===== config.mk =====
export PLATFORM = sky130hd
export DESIGN_NAME = shift_frame_register
export DESIGN_NICKNAME = d
export VERILOG_FILES = /design/src/rtl/shift_register_pkg.sv /design/src/rtl/shift_frame_register_bit_counter.sv /design/src/rtl/shift_frame_register.sv
export SDC_FILE = /design/constraint.sdc
export NUM_CORES = 1
export LEC_CHECK = 0
export CAP_MARGIN = 30
export CORE_MARGIN = 3
export CORE_UTILIZATION = 39
export DETAILED_ROUTE_END_ITERATION = 16
export GPL_TIMING_DRIVEN = 0
export PLACE_DENSITY = 0.76
export SLEW_MARGIN = 30
export SYNTH_ARGS = -nofsm -noshare
export SYNTH_HDL_FRONTEND = slang
export SYNTH_SLANG_ARGS = --single-unit

===== constraint.sdc =====
create_clock -name clk -period 1.5 [get_ports clk]
set_input_delay 0.3 -clock clk [delete_from_list [all_inputs] [get_ports clk]]
set_output_delay 0.3 -clock clk [all_outputs]
set_load 0.01 [all_outputs]

===== src/rtl/shift_register_pkg.sv =====
// rtl/shift_register_pkg.sv - shared state type and counter width helper
package shift_register_pkg;

  typedef enum logic {
    IDLE  = 1'b0,
    SHIFT = 1'b1
  } state_t;

  // Counter width: max(1, clog2(bits)), so a 2-bit frame still gets a 1-bit counter.
  function automatic int cnt_width(input int bits);
    return (bits <= 2) ? 1 : $clog2(bits);
  endfunction

endpackage


===== src/rtl/shift_frame_register_bit_counter.sv =====
// rtl/shift_frame_register_bit_counter.sv - modulo-BITS counter with clear and terminal-count flag
module bit_counter #(
  parameter int BITS = 8,
  parameter int CW   = 3
) (
  input  logic          clk,
  input  logic          rstn,
  input  logic          clr_i,
  input  logic          inc_i,
  output logic [CW-1:0] count_o,
  output logic          tc_o
);

  logic [CW-1:0] count_q;

  assign tc_o    = (count_q == CW'(BITS - 1));
  assign count_o = count_q;

  always_ff @(posedge clk) begin
    if (!rstn) begin
      count_q <= '0;
    end else if (clr_i) begin
      count_q <= '0;
    end else if (inc_i) begin
      count_q <= tc_o ? '0 : count_q + 1'b1;
    end
  end

endmodule


===== src/rtl/shift_frame_register.sv =====
// rtl/shift_frame_register.sv - framed bidirectional shift register with load handshake
module shift_frame_register
  import shift_register_pkg::*;
#(
  parameter int  BITS      = 8,
  parameter bit  MSB_FIRST = 1'b0,
  localparam int CW        = cnt_width(BITS)
) (
  input  logic            clk,
  input  logic            rstn,
  input  logic            enable,
  input  logic            bit_in,
  output logic            bit_out,
  input  logic [BITS-1:0] DATA_in,
  input  logic            load_valid,
  output logic            load_ready,
  output logic [BITS-1:0] DATA_out,
  output logic            frame_valid,
  output logic            busy,
  output logic [CW-1:0]   bit_count
);

  state_t          state_q;
  logic [BITS-1:0] data_q;
  logic [BITS-1:0] data_shift_d;
  logic            frame_valid_q;
  logic            load_accept;
  logic            shift_en;
  logic            last_bit;

  assign load_accept = (state_q == IDLE) && load_valid;
  assign shift_en    = (state_q == SHIFT) && enable;

  always_comb begin
    data_shift_d = MSB_FIRST ? {data_q[BITS-2:0], bit_in} : {bit_in, data_q[BITS-1:1]};
  end

  bit_counter #(
    .BITS (BITS),
    .CW   (CW)
  ) u_bit_counter (
    .clk     (clk),
    .rstn    (rstn),
    .clr_i   (load_accept),
    .inc_i   (shift_en),
    .count_o (bit_count),
    .tc_o    (last_bit)
  );

  // Load only in IDLE, so a load always wins over a same-cycle enable.
  always_ff @(posedge clk) begin
    if (!rstn) begin
      state_q       <= IDLE;
      data_q        <= '0;
      frame_valid_q <= 1'b0;
    end else begin
      frame_valid_q <= 1'b0;
      case (state_q)
        IDLE: begin
          if (load_valid) begin
            data_q  <= DATA_in;
            state_q <= SHIFT;
          end
        end
        SHIFT: begin
          if (enable) begin
            data_q <= data_shift_d;
            if (last_bit) begin
              state_q       <= IDLE;
              frame_valid_q <= 1'b1;
            end
          end
        end
        default: state_q <= IDLE;
      endcase
    end
  end

  assign bit_out     = MSB_FIRST ? data_q[BITS-1] : data_q[0];
  assign DATA_out    = data_q;
  assign frame_valid = frame_valid_q;
  assign load_ready  = (state_q == IDLE);
  assign busy        = (state_q == SHIFT);

endmodule


# Word-level counts from Yosys, hierarchy flattened
# Cells that the tools add are included.
# Widths: inputs -> output; s select.
[word_totals]
in_bits = 13
output_inout_bits = 15
word_cells = 24
regBits = 13
[op_classes]
n_eq_ne = 3
n_bitwise = 2
addsub = 1
n_mux = 9
reduce_logical = 5
[ops]
columns = ["cell", "n"]
rows = [
  ["$mux 8", 2],
  ["$pmux 8 s2", 1],
  ["$mux 1", 4],
  ["$ne 2x2->1 const B", 2],
  ["$add 3x1->3 const B", 1],
  ["$eq 3x3->1 const B", 1],
  ["$mux 3", 1],
  ["$reduce_and 3->1", 1],
  ["$logic_and 1x1->1", 2],
  ["$not 1->1", 2],
  ["$pmux 1 s2", 1],
  ["$reduce_and 2->1", 1],
  ["$reduce_or 2->1", 1],
]

# Depth between registers and ports, before layout
[depth]
ltp_word = 4
mapped_depth = 5
depth_no_buf = 4

# Cells and area by module
# A second synthesis with hierarchy kept.
[unflattened]
cells_unflattened = 58
hier_area_um2 = 610.6
[by_module_without_submodules]
columns = ["module", "n_inst", "cells_each", "area_each_um2", "seq_area_each_um2"]
rows = [
  ["shift_frame_register", 1, 45, 467.9, 200.2],
  ["bit_counter", 1, 13, 142.6, 60.1],
]

# Worst setup path after synthesis
# Ideal clock, no wire load.
[synth_timing]
path_kind = "flip-flop to flip-flop"
from = "register state_q, in the netlist busy"
to = "register data_q[0], in the netlist DATA_out[0]"
path_slack_ps = 211
setup_time_ps = 116
t_arrival_ps = 1173
n_path_buf = 2
synth_period_minus_slack_ps = 1289
path_stages_with_launch = 5
required_time_ps = 1384
path_cell_list = "dfxtp_1 > buf_6 > mux2_4 > buf_6 > o211a_1"
[synth_between]
elab_chain_cells = 3
word_cells_on_any_way = 5
classes_between = "eq/ne (2); mux (1); bitwise (1); reduce/logical (1)"
[synth_rtl]
columns = ["element", "line", "text"]
rows = [
  ["start: declaration", "shift_frame_register.sv:23", "state_t state_q;"],
  ["start signal: assignment", "shift_frame_register.sv:53", "state_q <= IDLE;"],
  ["start signal: assignment", "shift_frame_register.sv:62", "state_q <= SHIFT;"],
  ["start signal: assignment", "shift_frame_register.sv:69", "state_q <= IDLE;"],
  ["$not 1->1", "-", ""],
  ["$ne 2x2->1 (no source line)", "-", ""],
  ["$reduce_and 2->1 (no source line)", "-", ""],
  ["end signal: assignment", "shift_frame_register.sv:61", "data_q <= DATA_in;"],
  ["end signal: assignment", "shift_frame_register.sv:67", "data_q <= data_shift_d;"],
  ["end: declaration", "shift_frame_register.sv:24", "logic [BITS-1:0] data_q;"],
]
# Parallel ways exist; a longest one is shown, timed or not.
# A chain may end at the register's enable or synchronous reset.

# Final worst setup path
[layout_timing]
from = "register state_q, in the netlist busy"
to = "output port busy"
[layout_lines]
columns = ["element", "line", "text"]
rows = [
  ["end: declaration", "shift_frame_register.sv:19", "output logic busy,"],
]
# No word-level cell between the ends.

==> run_results.csv <==
group,metric,value,unit
floorplan,fp.dieH,45.9,um
status,status,"complete, no violations",
synth,ys_ff_latch,13,
worst_setup_path,cp_cell_sequence,"clkdlybuf4s50_1",
cts,clock_path_buffers,2,
drt,wl_per_cell,12.4,um
worst_setup_path,slowest_stage,"clkdlybuf4s50_1",
power,cellPowerDensity,827,nW/um^2
floorplan,fp.dieW,45.9,um
synth,ys_warn_count,0,
global_route,antenna_found_initial,0,
cts,cts.sinks,13,
worst_setup_path,cp.required,1.20,ns
floorplan,coreArea,1400,um^2
cts,postCtsSetupBuffers,0,
synth,synthAdderAreaFrac,4.03,%
finish,final_core_util,67.9,%
global_route,grt_pass1_wl,2070,um
worst_setup_path,cpPeakStageDelay,0.53,ns
finish,drive_above_1_share,7.78,%
floorplan,dieArea,2110,um^2
worst_hold_path,min_path_type,"flop to flop",
synth,synthMuxAreaShare,16.9,%
synth,synth_fp_nets,75,
sta,maxSlewViolCount,0,
worst_setup_path,path_buf_inv,1,
worst_setup_path,arrival,1.14,ns
cts,cts-buffers-inserted,3,
sta,setup_viol,0,
sta,finalClockSkew,0.00129,ns
worst_setup_path,path_max_fanout,2,
cts,root_buffer,"clkbuf_4",
finish,syn_to_final_growth,53.0,%
sta,fin_crit,1.44,ns
worst_setup_path,start_kind,"flop",
cts,tritoncts,"built",
placed_design,hpwlAfterDp,943,um
synth,synthSimpleGateAreaFrac,11.3,%
finish,antenna_cells,0,
drt,routed_via_density,5.05,
power,peakVddDrop,0.559,mV
finish,fin_nets,106,
drt,firstDrtPassIters,2,
synth,synth.area.top_cells,"dfxtp_1, mux2i_1, o211a_1, nand2_1, ha_1",
placed_design,gp_congestion,0.812,
worst_setup_path,cpLargestDelayFamily,"buffers and inverters",
placed_design,port_buffers,27,
synth,synth_cell_types,18,
flow_run,maxCapViolCount,0,
sta,hold_viol_final,0,
cts,clk_pin_slew_worst_paths,0.08,ns
power,power_leakage,0.601,nW
drt,vias,530,
synth,synth_top_family_by_area,"compound AO/OA/AOI/OAI gates",
placed_design,postPlaceCellArea,910,um^2
floorplan,io_pins,28,
global_route,grt_max_degree,17,
synth,yosysTopAreaCell,"dfxtp_1",
sta,post-route-period-util,96.2,%
synth,synth_compound_area_share,18.5,%
cts,ctsResizeCount,3,
sta,layout_setup_ws,0.0565,ns
placed_design,place_ws,-0.123,ns
sta,fin_tns_setup,0,ns
worst_setup_path,crit_path_end_kind,"output port",
finish,fin_area,950,um^2
sta,fmax,693,MHz
cts,cts-hold-fix-buffers,0,
sta,rsz0062_at_grt,"true",
sta,slew_headroom,72.5,%
floorplan,floorplan.initialDensity,44.4,%
floorplan,rows,13,
cts,htree_levels,1,
synth,seq_area_frac_synth,41.9,%
synth,synth_top_area_share,41.9,%
worst_setup_path,critPathKind,"flop to output port",
drt,postRouteAntennaNets,0,
drt,drt_wl_total,1300,um
synth,syn_area,621,um^2
global_route,overflow,0,
synth,syn_inst,60,
global_route,track_usage,14.0,%
global_route,grt_pass1_vias,506,
drt,drt_iter0_markers,2,
synth,post_synth.cell_area_avg,10.3,um^2
sta,tightest_slew,0.413,ns
drt,drc_errors,0,
cts,clock_latency,0.27,ns
synth,synthXorXnorAreaFrac,0,%
==> kinds of logic (layout without fill, tap and decap cells) <==
| logic type | Yosys count | count (layout) |
|---|---|---|
| DFF | 13 | 13 |
| and+or+nand+nor | 16 | 16 |
| adders and majority gates | 2 | 2 |
| AOI/OAI and AO/OA | 13 | 13 |
| muxes | 10 | 10 |
| buffers and inverters | 6 | 36 |
==> where the power goes <==
group	leakage, nW	internal [mW]	switching, mW
registers	0.107	0.369	0.0167
clock network	0.0150	0.103	0.106
logic	0.479	0.114	0.0775
==> final cells by class <==
type | count | area (um^2)
Fill cell | 122 | 449
Multi-Input combinational cell | 41 | 315
Timing Repair Buffer | 27 | 292
Sequential cell | 13 | 260
Buffer | 4 | 33.8
Clock buffer | 4 | 26.3
Tap cell | 15 | 18.8
Inverter | 1 | 3.75
==> state kept, by name, summed over array words and instances, names as in the netlist <==
register / cells
DATA_out: 8
u_bit_counter.count_o: 3
busy: 1
frame_valid: 1
==> cell usage in the layout (no fill, tap or decap), drive strengths merged <==
cell type,instances
dfxtp,13
clkdlybuf4s50,14
nand4b,1
a32oi,1
buf,3
a31oi,1
mux2i,9
nand2,12
dlymetal6s2s,10
a21boi,2
clkbuf,5
ha,2
o21ai,1
nor2b,1
nor2,1
o211a,8
inv,1
mux2,1
or3,1
dlygate4sd2,3
==> path summary, 6_finish.rpt <==
path | cells past startpoint | to | slack [ns] | startpoint
max reg2reg | 4 | DATA_out[4]$_SDFFE_PN0P_ | 0.13 | busy$_SDFF_PN0_
min | 2 | u_bit_counter.count_o[1]$_SDFFE_PP0P_ | 0.48 | u_bit_counter.count_o[1]$_SDFFE_PP0P_
max | 1 | busy | 0.06 | busy$_SDFF_PN0_
min reg2reg | 2 | u_bit_counter.count_o[1]$_SDFFE_PP0P_ | 0.48 | u_bit_counter.count_o[1]$_SDFFE_PP0P_
==> stage by stage <==
stage | hold slack (ns) | total power, mW | std cells
2_1_floorplan | 0.407 | 0.495 | 60
3_3_place_gp | 0.468 | 0.598 | 102
3_5_place_dp | 0.476 | 0.600 | 102
4_1_cts | 0.487 | 0.804 | 105
5_1_grt | 0.508 | 0.838 | 105
6_report | 0.477 | 0.786 | 105
==> per-layer routing <==
layer | wire (um) | vias to the layer above | part of all wire [%] | GRT usage (%)
li1 | - | 275 | - | -
met1 | 577 | 233 | 44 | 17.3
met2 | 588 | 20 | 45 | 20.9
met3 | 122 | 2 | 9.4 | 4.35
met4 | 10 | 0 | 0.77 | 8.52
met5 | 0 | - | 0 | 0
==> cells in the mapped netlist <==
cell	instances
o211a_1	8
nor2_1	1
a21boi_0	2
inv_1	1
clkbuf_1	1
dfxtp_1	13
nor2b_1	1
buf_4	2
o21ai_0	1
a32oi_1	1
ha_1	2
buf_6	2
or3_1	1
mux2i_1	9
nand2_1	12
nand4b_1	1
a31oi_1	1
mux2_4	1
==> worst min-delay path, stage by stage (launching register included) <==
cell and delay [ns]:
dfxtp_1 0.32, nand2_1 0.05, a21boi_0 0.06
(Power assumes the default switching activity.)
